$ cat config.mk
export PLATFORM = sky130hd
export DESIGN_NAME = regm_ctrl
export DESIGN_NICKNAME = d
export VERILOG_FILES = /design/src/rtl/regm_ctrl_pkg.sv /design/src/rtl/regm_scoreboard.sv /design/src/rtl/regm_ctrl.sv
export SDC_FILE = /design/constraint.sdc
export NUM_CORES = 1
export LEC_CHECK = 0
export ABC_AREA = 1
export CORE_AREA = 3 3 94 96
export DETAILED_ROUTE_END_ITERATION = 10
export DIE_AREA = 0 0 97 99
export GPL_TIMING_DRIVEN = 0
export PLACE_DENSITY = 0.92
export SYNTH_ARGS = -nofsm -noshare
export SYNTH_HDL_FRONTEND = slang
export SYNTH_SLANG_ARGS = --single-unit
$ cat constraint.sdc
create_clock -name clk_i -period 3.5 [get_ports clk_i]
set_input_delay 0.7 -clock clk_i [delete_from_list [all_inputs] [get_ports clk_i]]
set_output_delay 0.7 -clock clk_i [all_outputs]
set_load 0.01 [all_outputs]
$ cat src/rtl/regm_ctrl_pkg.sv
// Shared sizes and arbiter state encoding for the register-file write-port controller.
package regm_ctrl_pkg;
    localparam int NB_REGS    = 32;
    localparam int REG_ADDR_W = 5;
    localparam int DATA_W     = 32;
    localparam int REQ_EXEC   = 0;
    localparam int REQ_LSU    = 1;

    typedef enum logic {
        PRIO_LSU  = 1'b0,
        PRIO_EXEC = 1'b1
    } arb_state_t;
endpackage

$ cat src/rtl/regm_scoreboard.sv
// Pending-write mask for the register file with reserve/clear/flush and
// combinational read-after-write hazard lookup for the two decode sources.
module regm_scoreboard
    import regm_ctrl_pkg::*;
(
    input  logic                  clk_i,
    input  logic                  rst_i,
    input  logic                  reserve_i,
    input  logic [REG_ADDR_W-1:0] reserve_addr_i,
    input  logic                  flush_i,
    input  logic                  clr_i,
    input  logic [REG_ADDR_W-1:0] clr_addr_i,
    input  logic [REG_ADDR_W-1:0] raddr1_i,
    input  logic [REG_ADDR_W-1:0] raddr2_i,
    output logic                  hazard_o
);

    logic [NB_REGS-1:0] r_pending;
    logic [NB_REGS-1:0] w_pending_next;

    // x0 is never written, so it can never be pending.
    assign w_pending_next[0] = 1'b0;

    generate
        for (genvar gi = 1; gi < NB_REGS; gi++) begin : g_bit
            logic w_set;
            logic w_clr;
            assign w_set = reserve_i && (reserve_addr_i == REG_ADDR_W'(gi));
            assign w_clr = flush_i || (clr_i && (clr_addr_i == REG_ADDR_W'(gi)));
            // A reservation overrides both a commit and a flush in the same cycle.
            assign w_pending_next[gi] = w_set || (r_pending[gi] && !w_clr);
        end
    endgenerate

    always_ff @(posedge clk_i or posedge rst_i) begin
        if (rst_i) begin
            r_pending <= '0;
        end else begin
            r_pending <= w_pending_next;
        end
    end

    assign hazard_o = r_pending[raddr1_i] | r_pending[raddr2_i];

endmodule

$ cat src/rtl/regm_ctrl.sv
// Shares the register-file write port between EXEC and LSU writebacks with a
// round-robin conflict arbiter, and tracks outstanding writes for hazard checks.
module regm_ctrl
    import regm_ctrl_pkg::*;
#(
    parameter int NB_REQ = 2
) (
    input  logic                  clk_i,
    input  logic                  rst_i,
    input  logic                  exec_valid_i,
    output logic                  exec_ready_o,
    input  logic [REG_ADDR_W-1:0] exec_addr_i,
    input  logic [DATA_W-1:0]     exec_data_i,
    input  logic                  lsu_valid_i,
    output logic                  lsu_ready_o,
    input  logic [REG_ADDR_W-1:0] lsu_addr_i,
    input  logic [DATA_W-1:0]     lsu_data_i,
    input  logic                  reserve_i,
    input  logic [REG_ADDR_W-1:0] reserve_addr_i,
    input  logic                  flush_i,
    input  logic [REG_ADDR_W-1:0] raddr1_i,
    input  logic [REG_ADDR_W-1:0] raddr2_i,
    output logic                  hazard_o,
    output logic                  write_o,
    output logic [REG_ADDR_W-1:0] waddr_o,
    output logic [DATA_W-1:0]     wdata_o
);

    arb_state_t            r_state;
    arb_state_t            w_state_next;
    logic [NB_REQ-1:0]     w_valid;
    logic [NB_REQ-1:0]     w_grant;
    logic [REG_ADDR_W-1:0] w_addr [NB_REQ];
    logic [DATA_W-1:0]     w_data [NB_REQ];
    logic                  w_any_grant;
    logic [REG_ADDR_W-1:0] w_sel_addr;
    logic [DATA_W-1:0]     w_sel_data;
    logic                  r_write;
    logic [REG_ADDR_W-1:0] r_waddr;
    logic [DATA_W-1:0]     r_wdata;

    assign w_valid[REQ_EXEC] = exec_valid_i;
    assign w_valid[REQ_LSU]  = lsu_valid_i;
    assign w_addr[REQ_EXEC]  = exec_addr_i;
    assign w_addr[REQ_LSU]   = lsu_addr_i;
    assign w_data[REQ_EXEC]  = exec_data_i;
    assign w_data[REQ_LSU]   = lsu_data_i;

    // Arbiter: a lone request always wins; on conflict the state picks the winner.
    always_comb begin
        w_grant      = '0;
        w_state_next = r_state;
        if (w_valid[REQ_EXEC] && w_valid[REQ_LSU]) begin
            if (r_state == PRIO_LSU) begin
                w_grant[REQ_LSU] = 1'b1;
            end else begin
                w_grant[REQ_EXEC] = 1'b1;
            end
        end else begin
            w_grant = w_valid;
        end
        if (w_grant[REQ_LSU]) begin
            w_state_next = PRIO_EXEC;
        end else if (w_grant[REQ_EXEC]) begin
            w_state_next = PRIO_LSU;
        end
    end

    assign exec_ready_o = w_grant[REQ_EXEC];
    assign lsu_ready_o  = w_grant[REQ_LSU];
    assign w_any_grant  = |w_grant;
    assign w_sel_addr   = w_grant[REQ_LSU] ? w_addr[REQ_LSU] : w_addr[REQ_EXEC];
    assign w_sel_data   = w_grant[REQ_LSU] ? w_data[REQ_LSU] : w_data[REQ_EXEC];

    always_ff @(posedge clk_i or posedge rst_i) begin
        if (rst_i) begin
            r_state <= PRIO_LSU;
            r_write <= 1'b0;
            r_waddr <= '0;
            r_wdata <= '0;
        end else begin
            r_state <= w_state_next;
            // Writes to x0 complete the handshake but never reach the register file.
            r_write <= w_any_grant && (w_sel_addr != '0);
            if (w_any_grant) begin
                r_waddr <= w_sel_addr;
                r_wdata <= w_sel_data;
            end
        end
    end

    assign write_o = r_write;
    assign waddr_o = r_waddr;
    assign wdata_o = r_wdata;

    regm_scoreboard u_scoreboard (
        .clk_i          (clk_i),
        .rst_i          (rst_i),
        .reserve_i      (reserve_i),
        .reserve_addr_i (reserve_addr_i),
        .flush_i        (flush_i),
        .clr_i          (r_write),
        .clr_addr_i     (r_waddr),
        .raddr1_i       (raddr1_i),
        .raddr2_i       (raddr2_i),
        .hazard_o       (hazard_o)
    );

endmodule

# Word-level counts from Yosys, hierarchy flattened
# Cells that the tools add are included.
# W data, S select, Z words.
[word_totals]
register_bits = 70
latchBits = 0
ram_bits = 0
rom_bits = 0
output_inout_bits = 41
memories = 0
[op_classes]
n_addsub = 0
mul = 0
div = 0
n_lt_le_gt_ge = 2
eq_ne = 62
shift = 0
muxes = 11
n_bitwise = 1
n_reduce_logical = 191
[op_table]
columns = ["op", "n"]
rows = [
  ["$eq A5 B5 Y1 const B", 32],
  ["$logic_and A1 B1 Y1", 95],
  ["$eq A5 B4 Y1 const B", 16],
  ["$logic_or A1 B1 Y1", 62],
  ["$eq A5 B3 Y1 const B", 8],
  ["$mux W32", 1],
  ["$logic_not A1 Y1", 31],
  ["$eq A5 B2 Y1 const B", 4],
  ["$lt A5 B6 Y1 const B", 2],
  ["$bmux W1 S5", 2],
  ["$eq A5 B1 Y1 const B", 2],
  ["$mux W1", 6],
  ["$mux W5", 1],
  ["$reduce_bool A5 Y1", 1],
  ["$mux W2", 1],
  ["$reduce_bool A2 Y1", 1],
  ["$reduce_or A2 Y1", 1],
  ["$or A1 B1 Y1", 1],
]

# Depth between registers and ports, before layout
# Gate-level depths: netlist of the first run.
[logic_depth]
depth_word = 6
depth_mapped = 11
depth_no_buf = 9

# By module
# From an unflattened synthesis of the first run, not the netlist that was laid out.
[unflattened]
hier_cells = 561
hier_area_um2 = 4006.3
[modules_own_cells]
columns = ["mod", "n_inst", "cells_per_inst", "area_each_um2", "seq_area_each_um2"]
rows = [
  ["regm_scoreboard", 1, 339, 2217.1, 775.7],
  ["regm_ctrl", 1, 222, 1789.2, 975.9],
]

# Worst setup path before layout of the first run
# No wires, ideal clock.
[synth_path]
path_kind = "in2out"
start = "input raddr1_i[0]"
end = "output hazard_o"
arrival_ns = 1.456
setup_slack_ns = 1.344
path_stages = 10
path_cell_list = "buf_4 -> inv_4 -> buf_6 -> nand2_1 -> nand3_1 -> nand3_1 -> nand3_1 -> nand3_1 -> nand2_1 -> nand2_1"
[synth_between]
elab_chain_len = 3
[synth_rtl]
columns = ["item", "line_no", "source"]
rows = [
  ["from (decl)", "regm_ctrl.sv:21", "input logic [REG_ADDR_W-1:0] raddr1_i,"],
  ["$bmux W1 S5", "regm_scoreboard.sv:43", "assign hazard_o = r_pending[raddr1_i] | r_pending[raddr2_i];"],
  ["$mux W1 (not written as such)", "regm_scoreboard.sv:43", ""],
  ["$or A1 B1 Y1", "regm_scoreboard.sv:43", ""],
  ["to (decl)", "regm_ctrl.sv:23", "output logic hazard_o,"],
]
# Every way passes these cells. The select of a mux whose other input is x is not followed.

# Worst setup path after layout of the first run
[layout_path]
start = "input raddr1_i[2]"
end = "output hazard_o"
# Same word-level chain as after synthesis.

==> results.json, run 1 <==
{
  "status": "finished, final reports clean",
  "hold_violations": 0,
  "crit_slowest_cell": "clkdlybuf4s50_1",
  "total_power_uw": 2290,
  "multi_input_area_um2": 1810,
  "pre_cts_slack_ps": 313,
  "p_sw_share_pct": 31.1,
  "synth_area_per_cell_um2": 7.13,
  "setup_ws_ps": 316,
  "syn_inst": 559,
  "clock_skew_ps": 7.93,
  "cp_cell_sequence": "clkdlybuf4s50_1 > inv_1 > nand3_1 > nand3_1 > nand3_1 > nand3_1 > nand2_1 > nand2_1 > clkdlybuf4s50_1",
  "arrival_ps": 2480,
  "clockBufferDepth": 2,
  "grt_pass1_vias": 4537,
  "ant_nets": 0,
  "pwr-share-comb_pct": 30.1,
  "grt_pass1_wl_um": 21300,
  "syn2layout_area_growth_pct": 41.7,
  "cts_inserted_buffers": 9,
  "globalplace.congestion": 1.01,
  "dp_cells": 796,
  "via_per_inst": 5.44,
  "post_cts_resized": 0,
  "worst_ep_required_time_ps": 2800,
  "leakage_uw": 0.00253,
  "synthXorXnorAreaFrac_pct": 0,
  "drive_gt1_share_pct": 7.36,
  "path_delay_family": "buffers and inverters",
  "synthTopCellsByArea": "dfrtp_1, nand2_1, o21ai_1",
  "mostFrequentLayoutCell": "nand2_1",
  "clock_power_share_pct": 28.3,
  "powerDensity_nw_per_um2": 405,
  "setup_viol": 0,
  "cpMostUsedCell": "nand3_1",
  "yosysUniqueCellTypes": 23,
  "fill_cells": 629,
  "firstDrtPassIters": 6,
  "die_width_um": 97,
  "remaining_drc_errors": 0,
  "p_seq_share_pct": 41.6,
  "io_pins": 136,
  "clk_latency_ps": 350,
  "clock_sinks": 70,
  "antenna_cells": 0,
  "cp_num_buf_inv": 3,
  "drv_cap": 0,
  "p_int_uw": 1580,
  "seq_area_um2": 1750,
  "yosys.area_share.adder_pct": 0,
  "path_max_fanout": 7,
  "grt_max_degree": 45,
  "worst_pin_slew_ps": 522,
  "fin_crit_ps": 3180,
  "synthMuxAreaShare_pct": 0,
  "num-nets-final": 797,
  "ctsHtreeMaxLevel": 3,
  "worstSetupStartpointType": "primary input",
  "reg2reg_from": "waddr_o[4]$_DFFE_PP0P_",
  "die_area_um2": 9600,
  "start_util_pct": 49.0,
  "final_cell_mix": "nand2_1, clkdlybuf4s50_1, dfrtp_1, o21ai_1, nand3_1",
  "synth_top_area_share_pct": 44.0,
  "gr-total-overflow": 0,
  "synthSimpleGateAreaFrac_pct": 27.7,
  "cp-startpoint": "raddr1_i[2]",
  "hold_class": "flop to flop",
  "ir_worst_vdd_mv": 0.252,
  "cts_tree": "built",
  "io_buffers": 131,
  "endpoint_kind": "primary output",
  "drtIter0Drc": 373,
  "synth_seq_cells": 70,
  "finalNonFillerCells": 812,
  "antenna_found_initial": 0,
  "synth_compound_area_share_pct": 17.7,
  "finalCritPeriodShare_pct": 91.0,
  "yosys_warnings": 0,
  "hp-start": "wdata_o[3]$_DFFE_PP0P_",
  "wire_per_inst_um": 15.9,
  "fp.coreArea_um2": 8130,
  "rows": 33,
  "yosysTopAreaCell": "dfrtp_1",
  "grt_use_total_pct": 27.3,
  "vias": 4415,
  "fp.dieH_um": 99,
  "cp_slowest_stage_delay_ps": 540,
  "place_hpwl_um": 10200,
  "clk_pin_slew_ps": 70,
  "synth_top_family_by_area": "simple AND/OR/NAND/NOR gates",
  "wl_um": 12900,
  "relSlewSlack_pct": 65.2,
  "switching_power_uw": 712,
  "syn-num-nets": 654,
  "setup_tns_ps": 0,
  "timing.fmax_mhz": 314,
  "critical_path_class": "primary input to primary output",
  "maxSlewViolCount": 0,
  "holdBufCountCts": 0,
  "postCtsSetupBuffers": 0,
  "root_buffer": "clkbuf_8",
  "syn-cell-area_um2": 3990,
  "rsz0062_at_grt": "no",
  "yosysSeqAreaShare_pct": 44.0
}
-- power groups by stage --
stage | registers, µW | clock network, µW | logic, µW
after global placement | 963 | 0 | 663
after global routing | 960 | 680 | 751
final | 952 | 647 | 690
after floorplan | 992 | 0 | 286
after detailed placement | 965 | 0 | 681
after CTS | 951 | 654 | 688
-- cell usage after synthesis --
| cell | n |
|---|---|
| a21oi_1 | 1 |
| a32o_1 | 1 |
| buf_2 | 10 |
| buf_4 | 5 |
| buf_6 | 8 |
| clkbuf_1 | 7 |
| dfrtp_1 | 70 |
| inv_1 | 51 |
| inv_2 | 5 |
| inv_4 | 2 |
| nand2_1 | 163 |
| nand2_2 | 2 |
| nand3_1 | 56 |
| nand4_1 | 1 |
| nor2_1 | 47 |
| nor3_1 | 1 |
| nor3_2 | 1 |
| o211ai_1 | 3 |
| o21ai_0 | 38 |
| o21ai_1 | 57 |
| o21ai_2 | 1 |
| o22ai_1 | 28 |
| o31ai_1 | 1 |
-- flip-flops by register name, summed over array words and instances (netlist names) --
signal	flops
r_state	1
u_scoreboard.r_pending	31
waddr_o	5
write_o	1
wdata_o	32
-- cell families (layout without fill, tap and decap cells) --
logic type / after synthesis / count (layout)
buf+inv: 88 / 236
simple gates: 271 / 271
flops: 70 / 70
compound gates: 130 / 130
-- area by class of cell --
cell class              instances  area share (%)
multi-input cells             401            32.0
clock inverters                 6            1.09
well taps                     105            2.33
clock buffers                  10            2.44
repair buffers                132            23.6
flip-flops and latches         70            31.0
plain buffers                  30            3.61
inverters                      58            3.94
-- routing by layer --
| metal | vias up | track usage [%] | part of all wire, % |
|---|---|---|---|
| met4 | 0 | 10.8 | 2.8 |
| li1 | 2118 | - | - |
| met5 | - | 0 | 0 |
| met2 | 260 | 48.8 | 50 |
| met3 | 38 | 8.85 | 9.9 |
| met1 | 1999 | 30.1 | 37 |
-- through the flow --
step           hold slack [ps]  util, %  area [µm²]
2_1_floorplan              487        -        3990
3_3_place_gp               469     66.7        5430
3_5_place_dp               472     67.0        5450
4_1_cts                    490     69.4        5650
5_1_grt                    505     69.4        5650
6_report                   488     69.4        5650
-- path summary, 6_finish.rpt --
| path | endpoint | slack, ps | cells after the start |
|---|---|---|---|
| worst max register to register | u_scoreboard.r_pending[23]$_DFF_PP0_ | 2100 | 4 |
| worst max-delay path | hazard_o | 320 | 9 |
| min in group asynchronous | u_scoreboard.r_pending[3]$_DFF_PP0_ | 710 | 2 |
| worst min-delay path | wdata_o[3]$_DFFE_PP0P_ | 490 | 2 |
| max in group asynchronous | u_scoreboard.r_pending[16]$_DFF_PP0_ | 2190 | 3 |
| worst min register to register | wdata_o[3]$_DFFE_PP0P_ | 490 | 2 |
-- worst reg2reg max path, cell delays in order, from the launching register on --
cell and delay [ps]:
dfrtp_1 420, nand2_1 180, clkbuf_1 330, o21ai_0 200
o22ai_1 180
Note: power is estimated with default switching activity, not from simulation.
==> inputs of run 2 (changes only) <==
- CORE_AREA: 3 3 94 96 -> 2 2 93 95
- DIE_AREA: 0 0 97 99 -> 0 0 95 97
- GPL_ROUTABILITY_DRIVEN: not set -> 0
- SYNTH_HIERARCHICAL: not set -> 1
==> run 2 against run 1 <==
  * Sequential share of layout area about the same
  * Largest cell class unchanged
  * Highest routed layer unchanged
  * Sequential power about the same
  * Design area about the same
  * Largest power group unchanged
==> results.json, run 2 <==
{
  "ctsHtreeMaxLevel": 3,
  "largest_reg_flops": 32,
  "yosys.area_share.adder_pct": 0,
  "vias": 4496,
  "yosys_warnings": 6,
  "gr-total-overflow": 0,
  "critical_path_class": "primary input to primary output",
  "synthMuxAreaShare_pct": 0,
  "final_cell_mix": "nand2_1, clkdlybuf4s50_1, nand3_1, dfrtp_1, inv_1",
  "cts_inserted_buffers": 9,
  "async_flop_share_pct": 100,
  "finalCritPeriodShare_pct": 92.2,
  "syn-cell-area_um2": 4010,
  "ir_worst_vdd_mv": 0.259,
  "holdBufCountCts": 0,
  "antenna_found_initial": 0,
  "grt_pass1_wl_um": 20400,
  "wire_per_inst_um": 15.7,
  "holdPathEnd": "wdata_o[6]$_DFFE_PP0P_",
  "die_area_um2": 9220,
  "synth_top_area_share_pct": 43.7,
  "drtIter0Drc": 456,
  "endpoint_kind": "primary output",
  "io_buffers": 132,
  "syn2layout_area_growth_pct": 41.0,
  "setup_viol": 0,
  "fin_crit_ps": 3230,
  "p_sw_share_pct": 30.8,
  "num-nets-final": 799,
  "switching_power_uw": 691,
  "p_int_uw": 1550,
  "mostFrequentLayoutCell": "nand2_1",
  "post_cts_resized": 0,
  "remaining_drc_errors": 0,
  "fp.dieH_um": 97,
  "hold_violations": 0,
  "synth_commonest_cells": "nand2_1, nand3_1, dfrtp_1",
  "leakage_uw": 0.00262,
  "wl_um": 12800,
  "rr_worst_depth": 5,
  "io_pins": 136,
  "via_per_inst": 5.53,
  "start_util_pct": 49.3,
  "hp-start": "wdata_o[6]$_DFFE_PP0P_",
  "pwr-share-comb_pct": 29.5,
  "clk_latency_ps": 340,
  "firstDrtPassIters": 5,
  "die_width_um": 95,
  "rows": 33,
  "clockBufferDepth": 2,
  "place_hpwl_um": 9920,
  "postCtsSetupBuffers": 0,
  "fp.coreArea_um2": 8130,
  "yosysSeqAreaShare_pct": 43.7,
  "min_path_cells": 2,
  "cts_tree": "built",
  "synthXorXnorAreaFrac_pct": 0,
  "arrival_ps": 2530,
  "fill_cells": 606,
  "rsz0062_at_grt": "no",
  "setup_tns_ps": 0,
  "synth_seq_cells": 70,
  "path_max_fanout": 10,
  "synth-edff-count": 0,
  "synth_area_per_cell_um2": 7.14,
  "worst_ep_required_time_ps": 2800,
  "timing.fmax_mhz": 310,
  "drive_gt1_share_pct": 7.20,
  "relSlewSlack_pct": 24.5,
  "synth_ff_type": "dfrtp_1",
  "synthSimpleGateAreaFrac_pct": 35.1,
  "clock_power_share_pct": 28.2,
  "p_seq_share_pct": 42.3,
  "yosysTopAreaCell": "dfrtp_1",
  "worst_pin_slew_ps": 1130,
  "yosysUniqueCellTypes": 24,
  "grt_max_degree": 40,
  "grt_use_total_pct": 28.0,
  "synth_top_family_by_area": "simple AND/OR/NAND/NOR gates",
  "syn_inst": 561,
  "worstSetupStartpointType": "primary input",
  "root_buffer": "clkbuf_8",
  "syn-num-nets": 656,
  "clock_sinks": 70,
  "powerDensity_nw_per_um2": 397,
  "reg2reg_from": "waddr_o[1]$_DFFE_PP0P_",
  "antenna_cells": 0,
  "synthTopCellsByArea": "dfrtp_1, nand2_1, nand3_1",
  "ant_nets": 0,
  "drv_cap": 0,
  "worstReg2RegEnd": "u_scoreboard/r_pending[18]$_DFF_PP0_",
  "reg2reg_slack_ps": 2110,
  "synth_compound_area_share_pct": 9.93,
  "hold_class": "flop to flop",
  "status": "finished, final reports clean",
  "grt_pass1_vias": 4366,
  "maxSlewViolCount": 0,
  "clock_skew_ps": 5.12,
  "clk_pin_slew_ps": 70,
  "timing.hold.ws_ps": 481,
  "yosysMostFrequentCell": "nand2_1"
}
[run 2: power by group through the flow]
stage / Sequential, µW / Combinational, µW / Clock [µW]
final: 949 / 662 / 632
after global routing: 957 / 716 / 662
after CTS: 947 / 656 / 634
after global placement: 955 / 630 / 0
after floorplan: 981 / 274 / 0
after detailed placement: 960 / 651 / 0
[run 2: worst max path at each step]
stage | startpoint | to | slack (ps) | cells past startpoint
4_1_cts | raddr1_i[0] | hazard_o | 300 | 11
5_1_grt | raddr1_i[0] | hazard_o | 140 | 11
6_report | raddr1_i[0] | hazard_o | 270 | 11
2_1_floorplan | raddr2_i[0] | hazard_o | 1350 | 11
3_5_place_dp | raddr1_i[0] | hazard_o | 310 | 11
3_3_place_gp | raddr1_i[0] | hazard_o | 330 | 11
[run 2: cell families (layout without fill, tap and decap cells)]
| group | Yosys count | in the layout |
|---|---|---|
| AOI/OAI and AO/OA | 70 | 70 |
| buffers and inverters | 90 | 237 |
| DFF | 70 | 70 |
| and+or+nand+nor | 331 | 331 |
[run 2: through the flow]
stage                     power (µW)  worst slack, ps  instance area [µm²]  cells  util (%)
after floorplan                 1260             1350                 4010    561         -
after global placement          1590              325                 5460    798      67.1
after detailed placement        1610              307                 5460    798      67.1
after CTS                       2240              296                 5650    813      69.4
after global routing            2330              135                 5650    813      69.4
final                           2240              274                 5650    813      69.4
[run 2: critical path, stage by stage]
cell and delay (ps):
clkdlybuf4s50_1 500, inv_1 80, buf_2 190, nand2_1 80
nand3_1 70, nand3_1 110, nand3_1 100, nand3_1 80
nand2_1 50, nand2_1 50, clkdlybuf4s50_1 520
[run 2: area by class of cell]
type                       instances  area, µm²  area share, %
inverter                          65        251           4.45
clock inverter                     4       47.5          0.842
buffer                            25        199           3.52
tap                              105        131           2.33
clock buffer                      11        141           2.50
timing repair buffer             132       1320           23.4
multi-input combinational        401       1800           31.9
sequential                        70       1750           31.0
[run 2: metal layers]
layer | vias to the layer above | global-route usage (%) | wire [µm]
met4 | 0 | 12.7 | 396
li1 | 2086 | - | -
met1 | 2078 | 33.2 | 4780
met3 | 47 | 6.39 | 1240
met2 | 285 | 47.7 | 6350
met5 | - | 0 | 0
==> inputs of run 3 (changes only) <==
- CTS_BUF_LIST: not set -> sky130_fd_sc_hd__clkbuf_8
==> run 3 against run 2 <==
  * Cell count did not move
  * Power about the same
  * Sequential cell count did not move
  * Critical path depth did not move
  * Clock power hardly changed
  * Worst hold slack stayed put
  * Register-to-register slack about the same
  * Fmax about the same
  * Sequential share of layout area stayed put
  * Clock skew rose by 0.82 ps
  * Design area stayed put
  * Largest cell class unchanged
==> results.json, run 3 (synthesis results as in run 2) <==
{
  "status": "finished, final reports clean",
  "worst_pin_slew_ps": 1130,
  "timing.fmax_mhz": 310,
  "grt_max_degree": 40,
  "worstReg2RegEnd": "u_scoreboard/r_pending[18]$_DFF_PP0_",
  "endpoint_kind": "primary output",
  "start_util_pct": 49.3,
  "cp_cell_sequence": "clkdlybuf4s50_1 > inv_1 > buf_2 > nand2_1 > nand3_1 > nand3_1 > nand3_1 > nand3_1 > nand2_1 > nand2_1 > clkdlybuf4s50_1",
  "holdBufCountCts": 0,
  "setup_tns_ps": 0,
  "clock_sinks": 70,
  "hold_class": "flop to flop",
  "clk_pin_slew_ps": 70,
  "drive_gt1_share_pct": 7.20,
  "cp_slowest_stage_delay_ps": 520,
  "place_hpwl_um": 9920,
  "path_max_fanout": 10,
  "fin_crit_ps": 3230,
  "reg2reg_slack_ps": 2110,
  "crit_slowest_cell": "clkdlybuf4s50_1",
  "reg2reg_from": "waddr_o[1]$_DFFE_PP0P_",
  "vias": 4493,
  "grt_pass1_wl_um": 20400,
  "switching_power_uw": 692,
  "rows": 33,
  "clock_skew_ps": 5.94,
  "post_cts_resized": 0,
  "fill_cells": 606,
  "pwr-share-comb_pct": 29.6,
  "fp.coreArea_um2": 8130,
  "postCtsSetupBuffers": 0,
  "drtIter0Drc": 456,
  "io_buffers": 132,
  "num-nets-final": 799,
  "leakage_uw": 0.00263,
  "firstDrtPassIters": 6,
  "cts_tree": "built",
  "mostFrequentLayoutCell": "nand2_1",
  "p_int_uw": 1550,
  "root_buffer": "clkbuf_8",
  "grt_pass1_vias": 4366,
  "relSlewSlack_pct": 24.4,
  "final_cell_mix": "nand2_1, clkdlybuf4s50_1, nand3_1, dfrtp_1, inv_1",
  "die_width_um": 95,
  "rr_worst_depth": 5,
  "antenna_cells": 0,
  "ctsHtreeMaxLevel": 3,
  "fp.dieH_um": 97,
  "dp_cells": 798,
  "clk_latency_ps": 340,
  "maxSlewViolCount": 0,
  "clockBufferDepth": 2,
  "worst_ep_required_time_ps": 2800,
  "finalNonFillerCells": 813,
  "critical_path_class": "primary input to primary output",
  "p_sw_share_pct": 30.9,
  "die_area_um2": 9220,
  "ant_nets": 0,
  "syn2layout_area_growth_pct": 41.0,
  "holdPathEnd": "wdata_o[6]$_DFFE_PP0P_",
  "largest_reg_flops": 32,
  "gr-total-overflow": 0,
  "cpMostUsedCell": "nand3_1",
  "io_pins": 136,
  "arrival_ps": 2530,
  "setup_viol": 0,
  "drv_cap": 0,
  "ir_worst_vdd_mv": 0.259,
  "min_path_cells": 2,
  "wl_um": 12800,
  "powerDensity_nw_per_um2": 397,
  "remaining_drc_errors": 0,
  "wire_per_inst_um": 15.7,
  "via_per_inst": 5.53,
  "worstSetupStartpointType": "primary input",
  "hp-start": "wdata_o[6]$_DFFE_PP0P_",
  "hold_violations": 0,
  "rsz0062_at_grt": "no",
  "antenna_found_initial": 0,
  "clock_power_share_pct": 28.1,
  "grt_use_total_pct": 28.0,
  "finalCritPeriodShare_pct": 92.2,
  "cts_inserted_buffers": 9,
  "p_seq_share_pct": 42.3
}
run 3: final cells by class:
class / count / area [µm²] / area share [%]
multi-input cells: 401 / 1800 / 31.9
flip-flops and latches: 70 / 1750 / 31.0
repair buffers: 132 / 1320 / 23.4
inverters: 65 / 251 / 4.45
plain buffers: 25 / 199 / 3.52
clock buffers: 10 / 138 / 2.44
well taps: 105 / 131 / 2.33
clock inverters: 5 / 51.3 / 0.908
run 3: through the flow:
step                power [µW]  utilization (%)  hold slack [ps]  worst slack (ps)  cell area [µm²]
floorplan                 1260                -              501              1350             4010
global placement          1590             67.1              466               325             5460
detailed placement        1610             67.1              468               307             5460
CTS                       2230             69.4              485               296             5650
global route              2330             69.4              514               135             5650
finish                    2240             69.4              481               274             5650
run 3: worst max-delay path: cells and delay by family:
kind	cells	cell delay (ps)
buf+inv	4	1290
simple gates	7	530
run 3: metal layers:
metal | global-route usage, % | routed length [µm]
met3 | 6.39 | 1270
met5 | 0 | 0
met2 | 47.7 | 6340
met4 | 12.7 | 407
met1 | 33.2 | 4770
run 3: how the worst max path moves through the flow:
stage	from	end
floorplan	raddr2_i[0]	hazard_o
global placement	raddr1_i[0]	hazard_o
detailed placement	raddr1_i[0]	hazard_o
CTS	raddr1_i[0]	hazard_o
global route	raddr1_i[0]	hazard_o
finish	raddr1_i[0]	hazard_o
run 3: power groups by stage:
stage          registers [µW]  logic (µW)  clock network, µW
2_1_floorplan             981         274                  0
3_3_place_gp              955         630                  0
3_5_place_dp              960         651                  0
4_1_cts                   947         656                631
5_1_grt                   957         716                659
6_report                  949         662                630
